## src/rtl/vga_timing_pkg.sv

```systemverilog
// Default 640x480@60 raster timing constants and the coordinate type shared with the renderers.
package vga_timing_pkg;

  localparam int DEF_H_VISIBLE = 640;
  localparam int DEF_H_FRONT   = 16;
  localparam int DEF_H_SYNC    = 96;
  localparam int DEF_H_BACK    = 48;
  localparam int DEF_V_VISIBLE = 480;
  localparam int DEF_V_FRONT   = 10;
  localparam int DEF_V_SYNC    = 2;
  localparam int DEF_V_BACK    = 33;

  localparam int H_TOTAL  = DEF_H_VISIBLE + DEF_H_FRONT + DEF_H_SYNC + DEF_H_BACK;
  localparam int V_TOTAL  = DEF_V_VISIBLE + DEF_V_FRONT + DEF_V_SYNC + DEF_V_BACK;
  localparam int HS_START = DEF_H_VISIBLE + DEF_H_FRONT;
  localparam int HS_END   = HS_START + DEF_H_SYNC;
  localparam int VS_START = DEF_V_VISIBLE + DEF_V_FRONT;
  localparam int VS_END   = VS_START + DEF_V_SYNC;

  typedef logic [9:0] coord_t;

  // Truncates an integer timing value to the 10-bit coordinate domain.
  function automatic coord_t to_coord(input int value);
    return coord_t'(value);
  endfunction

endpackage

```

## src/rtl/sync_delay_line.sv

```systemverilog
// Asynchronously reset shift register used to align sync outputs with registered colour data.
module sync_delay_line #(
  parameter int               WIDTH     = 2,
  parameter int               DEPTH     = 1,
  parameter logic [WIDTH-1:0] RESET_VAL = '0
) (
  input  logic             clk,
  input  logic             rst,
  input  logic [WIDTH-1:0] din,
  output logic [WIDTH-1:0] dout
);

  generate
    if (DEPTH == 0) begin : g_bypass
      assign dout = din;
    end else begin : g_pipe
      logic [DEPTH-1:0][WIDTH-1:0] stage_q;
      logic [DEPTH-1:0][WIDTH-1:0] stage_d;

      assign stage_d[0] = din;
      for (genvar gi = 1; gi < DEPTH; gi++) begin : g_stage
        assign stage_d[gi] = stage_q[gi-1];
      end

      // Every stage clears on reset so no partial sync pulse leaks out afterwards.
      always_ff @(posedge clk or posedge rst) begin
        if (rst) begin
          stage_q <= {DEPTH{RESET_VAL}};
        end else begin
          stage_q <= stage_d;
        end
      end

      assign dout = stage_q[DEPTH-1];
    end
  endgenerate

endmodule

```

## src/rtl/vga_timing_gen.sv

```systemverilog
// Free-running VGA raster counter with visible/line/frame decodes, frame counter and delayed syncs.
module vga_timing_gen
  import vga_timing_pkg::*;
#(
  parameter int H_VISIBLE  = DEF_H_VISIBLE,
  parameter int H_FRONT    = DEF_H_FRONT,
  parameter int H_SYNC     = DEF_H_SYNC,
  parameter int H_BACK     = DEF_H_BACK,
  parameter int V_VISIBLE  = DEF_V_VISIBLE,
  parameter int V_FRONT    = DEF_V_FRONT,
  parameter int V_SYNC     = DEF_V_SYNC,
  parameter int V_BACK     = DEF_V_BACK,
  parameter bit SYNC_POL   = 1'b0,
  parameter int PIPE_DELAY = 1
) (
  input  logic       vga_clk,
  input  logic       reset,
  output logic [9:0] DrawX,
  output logic [9:0] DrawY,
  output logic       blank,
  output logic       hs,
  output logic       vs,
  output logic       line_start,
  output logic       frame_start,
  output logic [7:0] frame_count
);

  localparam coord_t H_LAST  = to_coord(H_VISIBLE + H_FRONT + H_SYNC + H_BACK - 1);
  localparam coord_t V_LAST  = to_coord(V_VISIBLE + V_FRONT + V_SYNC + V_BACK - 1);
  localparam coord_t H_VIS   = to_coord(H_VISIBLE);
  localparam coord_t V_VIS   = to_coord(V_VISIBLE);
  localparam coord_t HS_ON   = to_coord(H_VISIBLE + H_FRONT);
  localparam coord_t HS_OFF  = to_coord(H_VISIBLE + H_FRONT + H_SYNC);
  localparam coord_t VS_ON   = to_coord(V_VISIBLE + V_FRONT);
  localparam coord_t VS_OFF  = to_coord(V_VISIBLE + V_FRONT + V_SYNC);

  coord_t     drawx_q, drawx_d;
  coord_t     drawy_q, drawy_d;
  logic [7:0] frame_count_q, frame_count_d;
  logic       hs_raw, vs_raw;

  always_comb begin
    drawx_d       = drawx_q + 10'd1;
    drawy_d       = drawy_q;
    frame_count_d = frame_count_q;
    if (drawx_q == H_LAST) begin
      drawx_d = '0;
      if (drawy_q == V_LAST) begin
        drawy_d       = '0;
        frame_count_d = frame_count_q + 8'd1;
      end else begin
        drawy_d = drawy_q + 10'd1;
      end
    end
  end

  // Reset parks the raster on the last pixel so the first clock wraps into frame 0.
  always_ff @(posedge vga_clk or posedge reset) begin
    if (reset) begin
      drawx_q       <= H_LAST;
      drawy_q       <= V_LAST;
      frame_count_q <= 8'hFF;
    end else begin
      drawx_q       <= drawx_d;
      drawy_q       <= drawy_d;
      frame_count_q <= frame_count_d;
    end
  end

  assign DrawX       = drawx_q;
  assign DrawY       = drawy_q;
  assign frame_count = frame_count_q;
  assign blank       = (drawx_q < H_VIS) && (drawy_q < V_VIS);
  assign line_start  = (drawx_q == '0);
  assign frame_start = (drawx_q == '0) && (drawy_q == '0);

  // vs is a whole-line decode; it is not aligned to the hsync edge.
  assign hs_raw = ((drawx_q >= HS_ON) && (drawx_q < HS_OFF)) ? SYNC_POL : ~SYNC_POL;
  assign vs_raw = ((drawy_q >= VS_ON) && (drawy_q < VS_OFF)) ? SYNC_POL : ~SYNC_POL;

  sync_delay_line #(
    .WIDTH    (2),
    .DEPTH    (PIPE_DELAY),
    .RESET_VAL({~SYNC_POL, ~SYNC_POL})
  ) u_sync_delay (
    .clk (vga_clk),
    .rst (reset),
    .din ({hs_raw, vs_raw}),
    .dout({hs, vs})
  );

endmodule

```

## config.mk

```make
export PLATFORM = sky130hd
export DESIGN_NAME = vga_timing_gen
export DESIGN_NICKNAME = d
export VERILOG_FILES = /design/src/rtl/vga_timing_pkg.sv /design/src/rtl/sync_delay_line.sv /design/src/rtl/vga_timing_gen.sv
export SDC_FILE = /design/constraint.sdc
export NUM_CORES = 1
export LEC_CHECK = 0
export BUFFER_PORTS_ARGS = -buffer_cell sky130_fd_sc_hd__buf_4
export CAP_MARGIN = 20
export CORE_ASPECT_RATIO = 0.8
export CORE_MARGIN = 5
export CORE_UTILIZATION = 38
export CTS_CLUSTER_SIZE = 16
export DETAILED_ROUTE_END_ITERATION = 7
export GPL_ROUTABILITY_DRIVEN = 0
export HOLD_SLACK_MARGIN = 0.12
export PLACE_DENSITY = 0.66
export SLEW_MARGIN = 10
export SYNTH_ARGS = -nofsm -noshare
export SYNTH_HDL_FRONTEND = slang
export SYNTH_SLANG_ARGS = --single-unit
```

## constraint.sdc

```tcl
create_clock -name vga_clk -period 2.3 [get_ports vga_clk]
set_input_delay 0.46 -clock vga_clk [delete_from_list [all_inputs] [get_ports vga_clk]]
set_output_delay 0.46 -clock vga_clk [all_outputs]
set_load 0.01 [all_outputs]
```

==> flow_summary.toml <==
[status]
status = "finished clean"

[clock_network]
htreeDepth = 2
ctsResizeCount = 0
cts_buffers = 5
clk_latency_ns = 0.27
cts_root_buffer = "clkbuf_8"
cts_tree = "built"
cts_hold_buffers = 0
cts_sinks = 30
clock_path_buffers = 2
cts.reportedPaths.clkPinSlew_ns = 0.06
post_cts_buffers = 0

[routing]
drtAntennaViolNets = 0
totalWireLength_mm = 3.49
drt_iter0_markers = 76
via_count = 1226
drc = 0
wire_per_inst_um = 14.2
viasPerCell = 4.98
drtPass1Iterations = 4

[logic_synthesis]
synth_edf_count = 0
synthArstFlopShare_pct = 100
synthFlopType = "dfstp_2"
synth_compound_area_share_pct = 5.56
synth_area_sq_mm = 0.00153
synth_xor_xnor_area_share_pct = 10.3
synthAdderAreaFrac_pct = 4.08
syn_nets = 151
seq_area_frac_synth_pct = 50.7
synthMuxAreaShare_pct = 0.735
synth.avg_cell_area_sq_um = 10.6
synth_cell_types = 34
synth_top_family_by_area = "simple AND/OR/NAND/NOR gates"
synthSimpleGateAreaFrac_pct = 25.7
synthCells = 144
ys_warn_count = 0
ys_seq_elements = 30

[worst_setup_path]
cp-start-kind = "flop"
required_ns = 2.49
arrival_ns = 2.33
crit_type = "flop to flop"
end_kind = "flop"
cp_max_fo = 13

[floorplanning]
die_x_um = 81.0
start_util_pct = 39.7
design.die.area_sq_mm = 0.00541
ios = 35
die_h_um = 66.8
core_area_sq_mm = 0.00385
rows = 20

[place]
placed_area_sq_mm = 0.00190
hpwl_mm = 2.60
port_buffers = 34

[power]
vdd_drop_max_mv = 0.273
p_leak_uw = 0.000913
finalPower_uw = 922
powerDensity_mw_per_mm2 = 466

[global_route]
grt_pass1_vias = 1138
grt_pass1_wl_mm = 5.63
overflow = 0
grt_max_degree = 31
antenna_found_initial = 0
use_met1_pct = 17.7
busiest_layer = "met2"
track_usage_pct = 14.0
grt_use_met2_pct = 21.7
use_met3_pct = 3.65

[layout]
final_cell_mix = "buf_4, dfstp_2, nand3_1"
fin_nets = 198
drive_above_1_share_pct = 38.2
final_area_sq_mm = 0.00198
final_common_cell = "buf_4"
n_fill_cell = 359
antenna_cells = 0
syn2layout_area_growth_pct = 29.1

[sta]
maxSlewHeadroom_pct = 75.6
period_share_pct = 92.9
rsz0062_at_grt = "false"
setup-tns-final_ns = 0
fin_skew_ns = 0.00532
max_freq_ghz = 0.468
period_needed_ns = 2.14
worst_slew_pin_slew_ns = 0.366
slew_violations = 0
setup_viol = 0
hold_violations = 0

[min_path]
min_path_type = "input port to async pin"

[run]
cap_violations = 0
[layer usage]
layer | routed length [um] | up-vias | part of all wire (%)
met5 | 0 | - | 0
met2 | 1670 | 25 | 48
met4 | 40 | 0 | 1.1
li1 | - | 608 | -
met1 | 1620 | 589 | 47
met3 | 150 | 4 | 4.3
[sequential cells by signal, indices dropped and copies added, names as in the netlist]
name / count
u_sync_delay.dout: 2
frame_count: 8
DrawY: 10
DrawX: 10
[critical path: stages (launching register included)]
cell	delay, ns
dfstp_2	0.59
or4b_4	0.51
or3_4	0.43
or3_1	0.37
a21oi_1	0.16
[cell usage after synthesis (all sizes together) (5+ instances only)]
cell type	number	area share, %
dfstp	20	34
nand3	13	4.2
xor2	11	6.3
dfrtp	10	16
nor2	10	2.5
inv	8	2.0
nand4	7	2.9
nor3	7	2.6
o21ai	7	2.3
xnor2	7	4.0
and3	5	2.0
ha	5	4.1
nand2	5	1.2
[through the flow]
step / hold WS, ns / worst slack, ns / cells / utilization (%)
after floorplan: 0.488 / 0.157 / 144 / -
after global placement: 0.502 / 0.223 / 239 / 49.3
after detailed placement: 0.497 / 0.178 / 239 / 49.3
after CTS: 0.271 / 0.150 / 246 / 51.3
after global routing: 0.287 / 0.0591 / 246 / 51.3
final: 0.261 / 0.162 / 246 / 51.3
[power breakdown]
part	leakage (uW)	switching, uW	internal [uW]
clock network	0.0000383	172	208
registers	0.000342	0	530
logic	0.000532	9.79	2.32
total	0.000913	182	740
[worst paths after layout]
| kind | cells past startpoint | end | slack (ns) | startpoint |
|---|---|---|---|---|
| max | 4 | DrawY[3]$_DFFE_PP1N_ | 0.16 | DrawX[4]$_DFF_PP1_ |
| max reg2reg | 4 | DrawY[3]$_DFFE_PP1N_ | 0.16 | DrawX[4]$_DFF_PP1_ |
| min | 3 | DrawX[5]$_DFF_PP0_ | 0.26 | reset |
| min in group vga_clk | 1 | u_sync_delay.dout[1]$_DFF_PP1_ | 0.51 | DrawX[9]$_DFF_PP1_ |
| min reg2reg | 1 | u_sync_delay.dout[1]$_DFF_PP1_ | 0.51 | DrawX[9]$_DFF_PP1_ |
| max in group asynchronous | 3 | u_sync_delay.dout[0]$_DFF_PP1_ | 1.72 | reset |
[area by class of cell]
cell class / instances / area [sq um] / area share, %
timing repair buffer: 42 / 315 / 15.9
inverter: 8 / 30.0 / 1.52
sequential: 30 / 776 / 39.2
tap: 55 / 68.8 / 3.48
clock buffer: 7 / 76.3 / 3.86
multi-input combinational: 104 / 711 / 35.9
[cells by family after synthesis]
kind of cell             count (synthesis)
AO/OA/AOI/OAI                           14
adder cells (fa/ha/maj)                  5
flip-flops                              30
buffers and inverters                   10
multiplexers                             1
AND/OR/NAND/NOR                         66
XOR/XNOR                                18
Note: power is estimated with default switching activity, not from simulation.
